### src/rtl/adder_nibble_serial_if.sv
// Purpose : Handshake and data bundle for adder_nibble_serial.
//           Upstream operand channel (valid_i/ready_o, a_i, b_i, carry_i) and
//           downstream result channel (valid_o/ready_i, sum_o, carry_o, overflow_o).
// Modports: slave  - the adder itself
//           master - the operand producer / result consumer
interface adder_nibble_serial_if #(
    parameter int WIDTH = 16
);
    logic             valid_i;
    logic             ready_o;
    logic [WIDTH-1:0] a_i;
    logic [WIDTH-1:0] b_i;
    logic             carry_i;
    logic             valid_o;
    logic             ready_i;
    logic [WIDTH-1:0] sum_o;
    logic             carry_o;
    logic             overflow_o;

    modport slave (
        input  valid_i, a_i, b_i, carry_i, ready_i,
        output ready_o, valid_o, sum_o, carry_o, overflow_o
    );

    modport master (
        output valid_i, a_i, b_i, carry_i, ready_i,
        input  ready_o, valid_o, sum_o, carry_o, overflow_o
    );
endinterface

### src/rtl/adder_nibble_serial.sv
// Purpose : WIDTH-bit adder built from one 4-bit carry-lookahead slice that is
//           reused once per nibble, LSB nibble first, with the inter-nibble
//           carry held in a register. Reports sum, unsigned carry-out and
//           two's-complement overflow.
// Ports   : clk_i  - clock, rising edge
//           rst_ni - asynchronous active-low reset
//           bus    - adder_nibble_serial_if.slave (operand and result channels)
// WIDTH must match the interface instance parameter; multiple of 4, >= 4.
//
// state | meaning
// IDLE  | ready_o=1, waiting for operands
// RUN   | one nibble per cycle through the slice
// DONE  | valid_o=1, result held until ready_i
module adder_nibble_serial #(
    parameter int WIDTH = 16
) (
    input  logic                   clk_i,
    input  logic                   rst_ni,
    adder_nibble_serial_if.slave   bus
);
    localparam int NIB = WIDTH / 4;
    localparam int CW  = (NIB > 1) ? $clog2(NIB) : 1;

    generate
        if ((WIDTH % 4) != 0 || WIDTH < 4) begin : g_width_check
            $error("adder_nibble_serial: WIDTH must be a multiple of 4 and >= 4");
        end
    endgenerate

    typedef enum logic [1:0] {
        IDLE = 2'd0,
        RUN  = 2'd1,
        DONE = 2'd2
    } state_t;

    state_t           r_state;
    state_t           w_state_next;

    logic [WIDTH-1:0] r_a;
    logic [WIDTH-1:0] r_b;
    logic [WIDTH-1:0] r_result;
    logic             r_carry;
    logic [CW-1:0]    r_cnt;
    logic             r_sign_a;
    logic             r_sign_b;

    logic             w_accept;
    logic             w_last;
    logic [3:0]       w_p;
    logic [3:0]       w_g;
    logic [4:0]       w_c;
    logic [3:0]       w_sum4;

    assign w_accept = (r_state == IDLE) && bus.valid_i;
    assign w_last   = (r_cnt == CW'(NIB - 1));

    // 4-bit carry-lookahead slice: every carry is a flat sum of products of
    // generate/propagate terms and the carry register.
    assign w_p = r_a[3:0] ^ r_b[3:0];
    assign w_g = r_a[3:0] & r_b[3:0];

    assign w_c[0] = r_carry;
    assign w_c[1] = w_g[0] | (w_p[0] & w_c[0]);
    assign w_c[2] = w_g[1] | (w_p[1] & w_g[0]) | (w_p[1] & w_p[0] & w_c[0]);
    assign w_c[3] = w_g[2] | (w_p[2] & w_g[1]) | (w_p[2] & w_p[1] & w_g[0])
                  | (w_p[2] & w_p[1] & w_p[0] & w_c[0]);
    assign w_c[4] = w_g[3] | (w_p[3] & w_g[2]) | (w_p[3] & w_p[2] & w_g[1])
                  | (w_p[3] & w_p[2] & w_p[1] & w_g[0])
                  | (w_p[3] & w_p[2] & w_p[1] & w_p[0] & w_c[0]);

    assign w_sum4 = w_p ^ w_c[3:0];

    always_ff @(posedge clk_i or negedge rst_ni) begin
        if (!rst_ni) begin
            r_state <= IDLE;
        end else begin
            r_state <= w_state_next;
        end
    end

    always_comb begin
        w_state_next = r_state;
        case (r_state)
            IDLE:    if (bus.valid_i) w_state_next = RUN;
            RUN:     if (w_last)      w_state_next = DONE;
            DONE:    if (bus.ready_i) w_state_next = IDLE;
            default: w_state_next = IDLE;
        endcase
    end

    always_ff @(posedge clk_i or negedge rst_ni) begin
        if (!rst_ni) begin
            r_a      <= '0;
            r_b      <= '0;
            r_result <= '0;
            r_carry  <= 1'b0;
            r_cnt    <= '0;
            r_sign_a <= 1'b0;
            r_sign_b <= 1'b0;
        end else if (w_accept) begin
            r_a      <= bus.a_i;
            r_b      <= bus.b_i;
            r_carry  <= bus.carry_i;
            r_result <= '0;
            r_cnt    <= '0;
        end else if (r_state == RUN) begin
            // New nibble enters at the top so the LSB nibble ends up at [3:0]
            // after NIB shifts.
            r_result <= WIDTH'({w_sum4, r_result} >> 4);
            r_carry  <= w_c[4];
            r_a      <= r_a >> 4;
            r_b      <= r_b >> 4;
            r_cnt    <= r_cnt + CW'(1);
            if (w_last) begin
                // On the final nibble the operand MSBs sit at bit 3.
                r_sign_a <= r_a[3];
                r_sign_b <= r_b[3];
            end
        end
    end

    assign bus.ready_o    = (r_state == IDLE);
    assign bus.valid_o    = (r_state == DONE);
    assign bus.sum_o      = r_result;
    assign bus.carry_o    = r_carry;
    assign bus.overflow_o = (r_sign_a == r_sign_b) && (r_result[WIDTH-1] != r_sign_a);

endmodule

### src/flat_wrapper.sv
// flat-port wrapper written by rule: the top's interface ports become plain ports
module adder_nibble_serial_flat 
#(
    parameter int WIDTH = 16
)
  (clk_i, rst_ni, bus_valid_i, bus_a_i, bus_b_i, bus_carry_i, bus_ready_i, bus_ready_o, bus_valid_o, bus_sum_o, bus_carry_o, bus_overflow_o);
  adder_nibble_serial_if #(.WIDTH(WIDTH)) bus_i ();
  input  logic clk_i;
  input  logic rst_ni;
  input wire logic [$bits(bus_i.valid_i)-1:0] bus_valid_i;
  input wire logic [$bits(bus_i.a_i)-1:0] bus_a_i;
  input wire logic [$bits(bus_i.b_i)-1:0] bus_b_i;
  input wire logic [$bits(bus_i.carry_i)-1:0] bus_carry_i;
  input wire logic [$bits(bus_i.ready_i)-1:0] bus_ready_i;
  output wire logic [$bits(bus_i.ready_o)-1:0] bus_ready_o;
  output wire logic [$bits(bus_i.valid_o)-1:0] bus_valid_o;
  output wire logic [$bits(bus_i.sum_o)-1:0] bus_sum_o;
  output wire logic [$bits(bus_i.carry_o)-1:0] bus_carry_o;
  output wire logic [$bits(bus_i.overflow_o)-1:0] bus_overflow_o;
  assign bus_i.valid_i = bus_valid_i;
  assign bus_i.a_i = bus_a_i;
  assign bus_i.b_i = bus_b_i;
  assign bus_i.carry_i = bus_carry_i;
  assign bus_i.ready_i = bus_ready_i;
  assign bus_ready_o = bus_i.ready_o;
  assign bus_valid_o = bus_i.valid_o;
  assign bus_sum_o = bus_i.sum_o;
  assign bus_carry_o = bus_i.carry_o;
  assign bus_overflow_o = bus_i.overflow_o;
  adder_nibble_serial #(.WIDTH(WIDTH)) u_core (.clk_i(clk_i), .rst_ni(rst_ni), .bus(bus_i));
endmodule
### config.mk
export PLATFORM = sky130hd
export DESIGN_NAME = adder_nibble_serial_flat
export DESIGN_NICKNAME = d
export VERILOG_FILES = /design/src/rtl/adder_nibble_serial_if.sv /design/src/rtl/adder_nibble_serial.sv /design/src/flat_wrapper.sv
export SDC_FILE = /design/constraint.sdc
export NUM_CORES = 1
export LEC_CHECK = 0
export ABC_CLOCK_PERIOD_IN_PS = 3800
export CAP_MARGIN = 0
export CELL_PAD_IN_SITES_DETAIL_PLACEMENT = 0
export CELL_PAD_IN_SITES_GLOBAL_PLACEMENT = 2
export CORE_UTILIZATION = 32
export DETAILED_ROUTE_END_ITERATION = 6
export PLACE_DENSITY_LB_ADDON = 0.1
export SKIP_LAST_GASP = 1
export SYNTH_ARGS = -nofsm -noshare
export SYNTH_HDL_FRONTEND = slang
export SYNTH_SLANG_ARGS = --single-unit
### constraint.sdc
create_clock -name clk_i -period 3.8 [get_ports clk_i]
set_input_delay 0.38 -clock clk_i [delete_from_list [all_inputs] [get_ports clk_i]]
set_output_delay 0.38 -clock clk_i [all_outputs]
set_load 0.05 [all_outputs]
; ---- Word level (Yosys, flattened, before mapping)
; Index checks and enable logic that the tools add are counted.
[word_totals]
reg_bits = 55
output_inout_bits = 20
word_cells = 67
[op_classes]
addsub = 1
eq_ne = 8
mux = 14
bitwise = 30
reduce_logical = 6
[op_table]
columns = cell, count
row1 = $mux W16, 6
row2 = $and A1 B1 Y1, 16
row3 = $mux W2, 5
row4 = $or A1 B1 Y1, 10
row5 = $xor A4 B4 Y4, 2
row6 = $pmux W2 S3, 1
row7 = $reduce_and A3 Y1, 2
row8 = $and A4 B4 Y4, 1
row9 = $eq A2 B2 Y1 const B, 2
row10 = $ne A2 B2 Y1 const B, 2
row11 = $add A2 B1 Y2 const B, 1
row12 = $eq A2 B1 Y1 const B, 1
row13 = $logic_and A1 B1 Y1, 2
row14 = $logic_not A2 Y1, 1
row15 = $mux W1, 2
row16 = $ne A2 B1 Y1 const B, 1
row17 = $reduce_bool A2 Y1, 1
row18 = $eq A1 B1 Y1, 1
row19 = $ne A1 B1 Y1, 1
row20 = $not A1 Y1, 1

; ---- Longest topological paths before layout
; Gate-level depths: netlist of the first run.
[logic_depth]
depth_word = 8
mapped_depth = 6

; ---- Worst setup path after synthesis of the first run
; OpenSTA, ideal clock, no wires.
[synth_path]
kind = flip-flop to output port
start = register u_core.r_result[15] (netlist: u_core.bus.sum_o[15])
end = output port bus_overflow_o
t_arrival_ns = 1.758
required_ns = 3.420
path_slack_ns = 1.662
path_stages_with_launch = 2
n_path_buf = 0
path_cell_list = dfrtp_1 o21ai_0
[synth_between]
elab_chain_len = 2
[synth_lines]
columns = element, line
row1 = from (decl), adder_nibble_serial.sv:41  ; logic [WIDTH-1:0] r_result;
row2 = from (signal assigned), adder_nibble_serial.sv:109  ; r_result <= WIDTH'({w_sum4, r_result} >> 4);
row3 = $ne A1 B1 Y1, adder_nibble_serial.sv:126  ; assign bus.overflow_o = (r_sign_a == r_sign_b) && (r_result[WIDTH-1] != r_sign_a);
row4 = $logic_and A1 B1 Y1, adder_nibble_serial.sv:126
row5 = to (decl), flat_wrapper.sv:19  ; output wire logic [$bits(bus_i.overflow_o)-1:0] bus_overflow_o;
; No other way between the ends.

; ---- Worst setup path after layout of the first run
[layout_path]
start = register u_core.r_state[0]
end = output port bus_valid_o
[layout_between]
elab_chain_len = 1
[layout_lines]
columns = element, line
row1 = from (decl), adder_nibble_serial.sv:36  ; state_t r_state;
row2 = from (signal assigned), adder_nibble_serial.sv:77  ; r_state <= w_state_next;
row3 = $eq A2 B2 Y1, adder_nibble_serial.sv:123  ; assign bus.valid_o = (r_state == DONE);
row4 = to (decl), flat_wrapper.sv:16  ; output wire logic [$bits(bus_i.valid_o)-1:0] bus_valid_o;
; No other way between the ends.

==> impl_metrics.env, run 1 <==
export IMPL_hold_buffers=0
export IMPL_io_buffer_count=56
export IMPL_critical_path_startpoint_type="flop"
export IMPL_synth_top_cell_by_area="dfrtp_1"
export IMPL_path_delay_family="buffers and inverters"
export IMPL_cts_root_buf="clkbuf_8"
export IMPL_layout_drive_gt1_share_pct=6.15
export IMPL_routed_wl_mm=5.60
export IMPL_dieArea_sq_um=8030
export IMPL_place_area_sq_um=3090
export IMPL_tightest_slew_ns=0.854
export IMPL_cts_tree="done"
export IMPL_clk_latency_ns=0.30
export IMPL_finalMaxSlewViolations=0
export IMPL_yosys_register_bits=55
export IMPL_synth_warnings=0
export IMPL_antenna_found_initial=0
export IMPL_drc=0
export IMPL_clock_path_buffers=2
export IMPL_die_w_um=89.6
export IMPL_cts_buffers=5
export IMPL_nets=352
export IMPL_seqPwrFrac_pct=36.5
export IMPL_path_buf_inv=2
export IMPL_multiInputGateArea_sq_um=982
export IMPL_ir_worst_vdd_mv=0.211
export IMPL_post_dp_hpwl_mm=3.70
export IMPL_crit_path_top_delay_cell="clkdlybuf4s50_1"
export IMPL_n_antenna_cell=0
export IMPL_layout_commonest_cell="nand2_1"
export IMPL_finalSetupTns_ns=0
export IMPL_synth_cell_types=27
export IMPL_cp_data_required_time_ns=3.42
export IMPL_drt_iter0_markers=144
export IMPL_core_area_sq_um=7330
export IMPL_p_int_mw=1.55
export IMPL_p_per_area_nw_per_um2=891
export IMPL_synthDominantCellAreaShare_pct=56.0
export IMPL_die_y_um=89.6
export IMPL_grt_total_usage_pct=15.5
export IMPL_final_instance_count_excl_fill=408
export IMPL_start_util_pct=33.5
export IMPL_ant_nets=0
export IMPL_post_route_period_util_pct=58.7
export IMPL_syn_nets=300
export IMPL_fin_skew_ns=0.00592
export IMPL_yosysSeqAreaShare_pct=56.0
export IMPL_avgSynthCellArea_sq_um=9.59
export IMPL_cts_sinks=55
export IMPL_p_leak_nw=1.44
export IMPL_viasPerCell=4.69
export IMPL_crit_type="reg2out"
export IMPL_crit_chain="nand2b_1 > inv_1 > clkdlybuf4s50_1"
export IMPL_status="finished clean"
export IMPL_switching_share_pct=45.7
export IMPL_rows=31
export IMPL_switchingPower_mw=1.30
export IMPL_syn_instance_count=256
export IMPL_report_final_hold_viol_count=0
export IMPL_gr_total_overflow=0
export IMPL_wire_per_inst_um=13.7
export IMPL_grt_max_degree=38
export IMPL_drv_cap=0
export IMPL_post_cts_resized=0
export IMPL_path_max_fanout=8
export IMPL_cts_clk_slew_worst_paths_ns=0.10
export IMPL_worst_slew_margin_rel_pct=43.1
export IMPL_finalSetupViolations=0
export IMPL_holdCritPathClass="in2async"
export IMPL_max_freq_ghz=0.448
export IMPL_fin_area_sq_um=3190
export IMPL_syn_to_final_growth_pct=29.9
export IMPL_power_mw=2.84
export IMPL_firstDrtPassIters=6
export IMPL_grt_pass1_vias=1846
export IMPL_critPathCaptureType="output port"
export IMPL_critPathMaxStageDelay_ns=0.79
export IMPL_clockPowerShare_pct=12.5
export IMPL_vias=1912
export IMPL_syn_cell_area_sq_um=2460
export IMPL_post_cts_buffers=0
export IMPL_ios=57
export IMPL_rsz0062_at_grt="false"
export IMPL_fill_cells=735
export IMPL_gp_congestion=0.724
export IMPL_dp_cells=400
export IMPL_most_common_layout_cells="nand2_1, clkdlybuf4s50_1, dfrtp_1"
export IMPL_htreeDepth=2
export IMPL_min_period_ns=2.23
export IMPL_combPwrFrac_pct=51.1
export IMPL_ys_top_cells_by_area="dfrtp_1, nand2_1, a22oi_1"
export IMPL_regArea_sq_um=1380
export IMPL_grt_first_pass_wirelength_mm=9.37
export IMPL_cp_data_arrival_time_ns=1.85
[stage by stage]
step	setup WS (ns)	hold WS, ns	utilization [%]
after floorplan	1.66	0.0844	-
after global placement	1.37	0.461	42.2
after detailed placement	1.36	0.464	42.2
after CTS	1.56	0.196	43.5
after global routing	1.45	0.228	43.5
final	1.57	0.172	43.5
[cell type report]
class	instances	area share (%)
multi-input cells	181	30.8
clock buffers	8	3.14
flip-flops and latches	55	43.1
repair buffers	61	18.6
inverters	4	0.471
well taps	99	3.88
[cells in the mapped netlist]
master	number
nand2_1	93
dfrtp_1	55
o21ai_0	29
a22oi_1	22
buf_2	8
ha_1	6
buf_4	5
nand3_1	5
a21oi_1	4
inv_1	4
nor2_1	3
a221o_1	2
clkbuf_1	2
mux2_2	2
nand2b_1	2
nor3_1	2
xnor2_1	2
a211o_1	1
a211oi_1	1
and4bb_2	1
buf_6	1
fa_1	1
nand3b_1	1
nor2_4	1
nor2b_1	1
nor3b_2	1
xor2_1	1
[per-layer routing]
layer / track usage (%) / wire, um / vias up
li1: - / - / 960
met1: 21.3 / 2740 / 904
met2: 24.3 / 2560 / 42
met3: 3.56 / 233 / 6
met4: 4.91 / 64 / 0
met5: 0 / 0 / -
[power groups by stage]
stage               Combinational, mW  Sequential, mW  Clock (mW)
floorplan                       0.842            1.26           0
global placement                 1.47            1.05           0
detailed placement               1.47            1.06           0
CTS                              1.47            1.04       0.369
global route                     1.62            1.08       0.390
finish                           1.45            1.04       0.355
[flip-flops by register name, summed over array words and instances (netlist names)]
| signal | count |
|---|---|
| u_core.r_cnt | 2 |
| u_core.r_b | 16 |
| u_core.r_sign_b | 1 |
| u_core.bus.carry_o | 1 |
| u_core.bus.sum_o | 16 |
| u_core.r_state | 2 |
| u_core.r_a | 16 |
| u_core.r_sign_a | 1 |
[path summary, 6_finish.rpt]
| path | from | end | slack [ns] | cells past startpoint |
|---|---|---|---|---|
| max | u_core.r_state[0] | bus_valid_o | 1.57 | 3 |
| min | rst_ni | u_core.bus.sum_o[3] | 0.17 | 1 |
| max reg2reg | u_core.r_state[1] | u_core.bus.carry_o | 1.80 | 3 |
| min reg2reg | u_core.r_b[8] | u_core.r_b[8] | 0.48 | 2 |
| max in group asynchronous | rst_ni | u_core.r_b[1] | 2.83 | 2 |
| min in group clk_i | u_core.r_b[8] | u_core.r_b[8] | 0.48 | 2 |
[logic make-up after synthesis]
kind of cell               after synthesis  share of synthesized area [%]
buffers and inverters                   20                           4.53
muxes                                    2                          0.917
xor gates and xnor gates                 3                           1.07
adders and majority gates                7                           3.87
and+or+nand+nor                        110                           18.6
DFF                                     55                           56.0
AOI/OAI and AO/OA                       59                           14.9
Power figures use the tool's default switching activity.
==> run 2: changes to the inputs <==
- ABC_CLOCK_PERIOD_IN_PS: 3800 -> 2200
- CORE_UTILIZATION: 32 -> 30
- clock period: 3.8 -> 2.2 ns (I/O delays scaled with it)
==> impl_metrics.env, run 2 (synthesis gave the netlist of run 1 again) <==
export IMPL_ios=57
export IMPL_rsz0062_at_grt="false"
export IMPL_htreeDepth=2
export IMPL_ant_nets=0
export IMPL_crit_type="reg2out"
export IMPL_ir_worst_vdd_mv=0.349
export IMPL_path_max_fanout=8
export IMPL_grt_max_degree=43
export IMPL_worst_slew_margin_rel_pct=61.5
export IMPL_routed_wl_mm=5.72
export IMPL_p_leak_nw=1.46
export IMPL_die_w_um=92.5
export IMPL_antenna_found_initial=0
export IMPL_nets=354
export IMPL_post_route_period_util_pct=93.3
export IMPL_core_area_sq_um=7810
export IMPL_dieArea_sq_um=8550
export IMPL_drc=0
export IMPL_use_met1_pct=19.9
export IMPL_tightest_slew_ns=0.577
export IMPL_cts_root_buf="clkbuf_8"
export IMPL_fin_skew_ns=0.00537
export IMPL_max_freq_ghz=0.487
export IMPL_finalSetupTns_ns=0
export IMPL_final_instance_count_excl_fill=413
export IMPL_gr_total_overflow=0
export IMPL_finalSetupViolations=0
export IMPL_io_buffer_count=56
export IMPL_layout_commonest_cell="nand2_1"
export IMPL_wire_per_inst_um=13.9
export IMPL_drv_cap=0
export IMPL_report_final_hold_viol_count=0
export IMPL_firstDrtPassIters=4
export IMPL_post_cts_resized=0
export IMPL_post_dp_hpwl_mm=3.83
export IMPL_clock_path_buffers=2
export IMPL_critPathCaptureType="output port"
export IMPL_cts_tree="done"
export IMPL_min_period_ns=2.05
export IMPL_clk_latency_ns=0.31
export IMPL_grtUsageMet3_pct=2.79
export IMPL_hold_slack_ns=0.410
export IMPL_drt_iter0_markers=68
export IMPL_gp_congestion=0.691
export IMPL_cp_data_arrival_time_ns=1.83
export IMPL_layout_drive_gt1_share_pct=6.43
export IMPL_met2_usage_pct=24.0
export IMPL_cp_data_required_time_ns=1.98
export IMPL_grt_pass1_vias=1957
export IMPL_rows=32
export IMPL_p_per_area_nw_per_um2=1530
export IMPL_finalMaxSlewViolations=0
export IMPL_hold_buffers=1
export IMPL_dp_cells=404
export IMPL_fill_cells=809
export IMPL_vias=1913
export IMPL_syn_to_final_growth_pct=31.8
export IMPL_n_antenna_cell=0
export IMPL_most_common_layout_cells="nand2_1, clkdlybuf4s50_1, dfrtp_1"
export IMPL_grt_first_pass_wirelength_mm=9.83
export IMPL_cts_sinks=55
export IMPL_post_cts_buffers=0
export IMPL_viasPerCell=4.63
export IMPL_fin_util_pct=41.5
export IMPL_status="finished clean"
export IMPL_busiest_layer="met2"
export IMPL_cts_clk_slew_worst_paths_ns=0.10
export IMPL_critical_path_startpoint_type="flop"
export IMPL_grt_total_usage_pct=14.8
export IMPL_cts_buffers=5
export IMPL_die_y_um=92.5
export IMPL_holdCritPathClass="in2async"
export IMPL_start_util_pct=31.5
-- run 2: cell count changes in the layout (fill, tap and decap cells not counted), sizes merged --
cell         change
buf              +1
dlygate4sd3      +1
-- run 2: where the power goes --
part / switching [mW] / internal (mW)
combinational: 1.61 / 0.944
clock: 0.329 / 0.288
sequential: 0.317 / 1.47
total: 2.26 / 2.70
-- run 2: per-layer routing --
metal / wire [um] / up-vias
met5: 0 / -
li1: - / 968
met3: 187 / 5
met1: 2720 / 898
met4: 64 / 0
met2: 2750 / 42
-- run 2: cell type report --
cell class	instances	area, sq um	share of cell area [%]
clock buffers	8	100	3.09
repair buffers	63	636	19.6
well taps	102	128	3.94
multi-input cells	181	982	30.3
inverters	4	15.0	0.464
flip-flops and latches	55	1380	42.5
-- run 2: per-stage QoR --
step	setup WS, ns	cell area, sq um	total power, mW
after floorplan	0.222	2460	3.64
after global placement	0.379	3130	4.40
after detailed placement	0.371	3130	4.41
after CTS	0.117	3240	5.05
after global routing	0.0319	3240	5.40
final	0.148	3240	4.96
-- run 2: final timing paths --
| kind | slack, ns | depth (start not counted) | endpoint | startpoint |
|---|---|---|---|---|
| setup / recovery | 0.15 | 3 | bus_valid_o | u_core.r_state[0] |
| hold / removal | 0.41 | 2 | u_core.bus.sum_o[0] | rst_ni |
| setup reg to reg | 0.50 | 5 | u_core.bus.carry_o | u_core.r_b[1] |
| hold reg to reg | 0.48 | 2 | u_core.r_b[9] | u_core.r_b[9] |
| max in group asynchronous | 1.22 | 3 | u_core.r_b[4] | rst_ni |
| min in group clk_i | 0.45 | 3 | u_core.r_b[13] | bus_b_i[13] |
-- run 2: worst max-delay path, stage by stage (launching register included) --
cell             delay (ns)
dfrtp_1                0.48
nand2b_1               0.20
inv_1                  0.06
clkdlybuf4s50_1        0.79
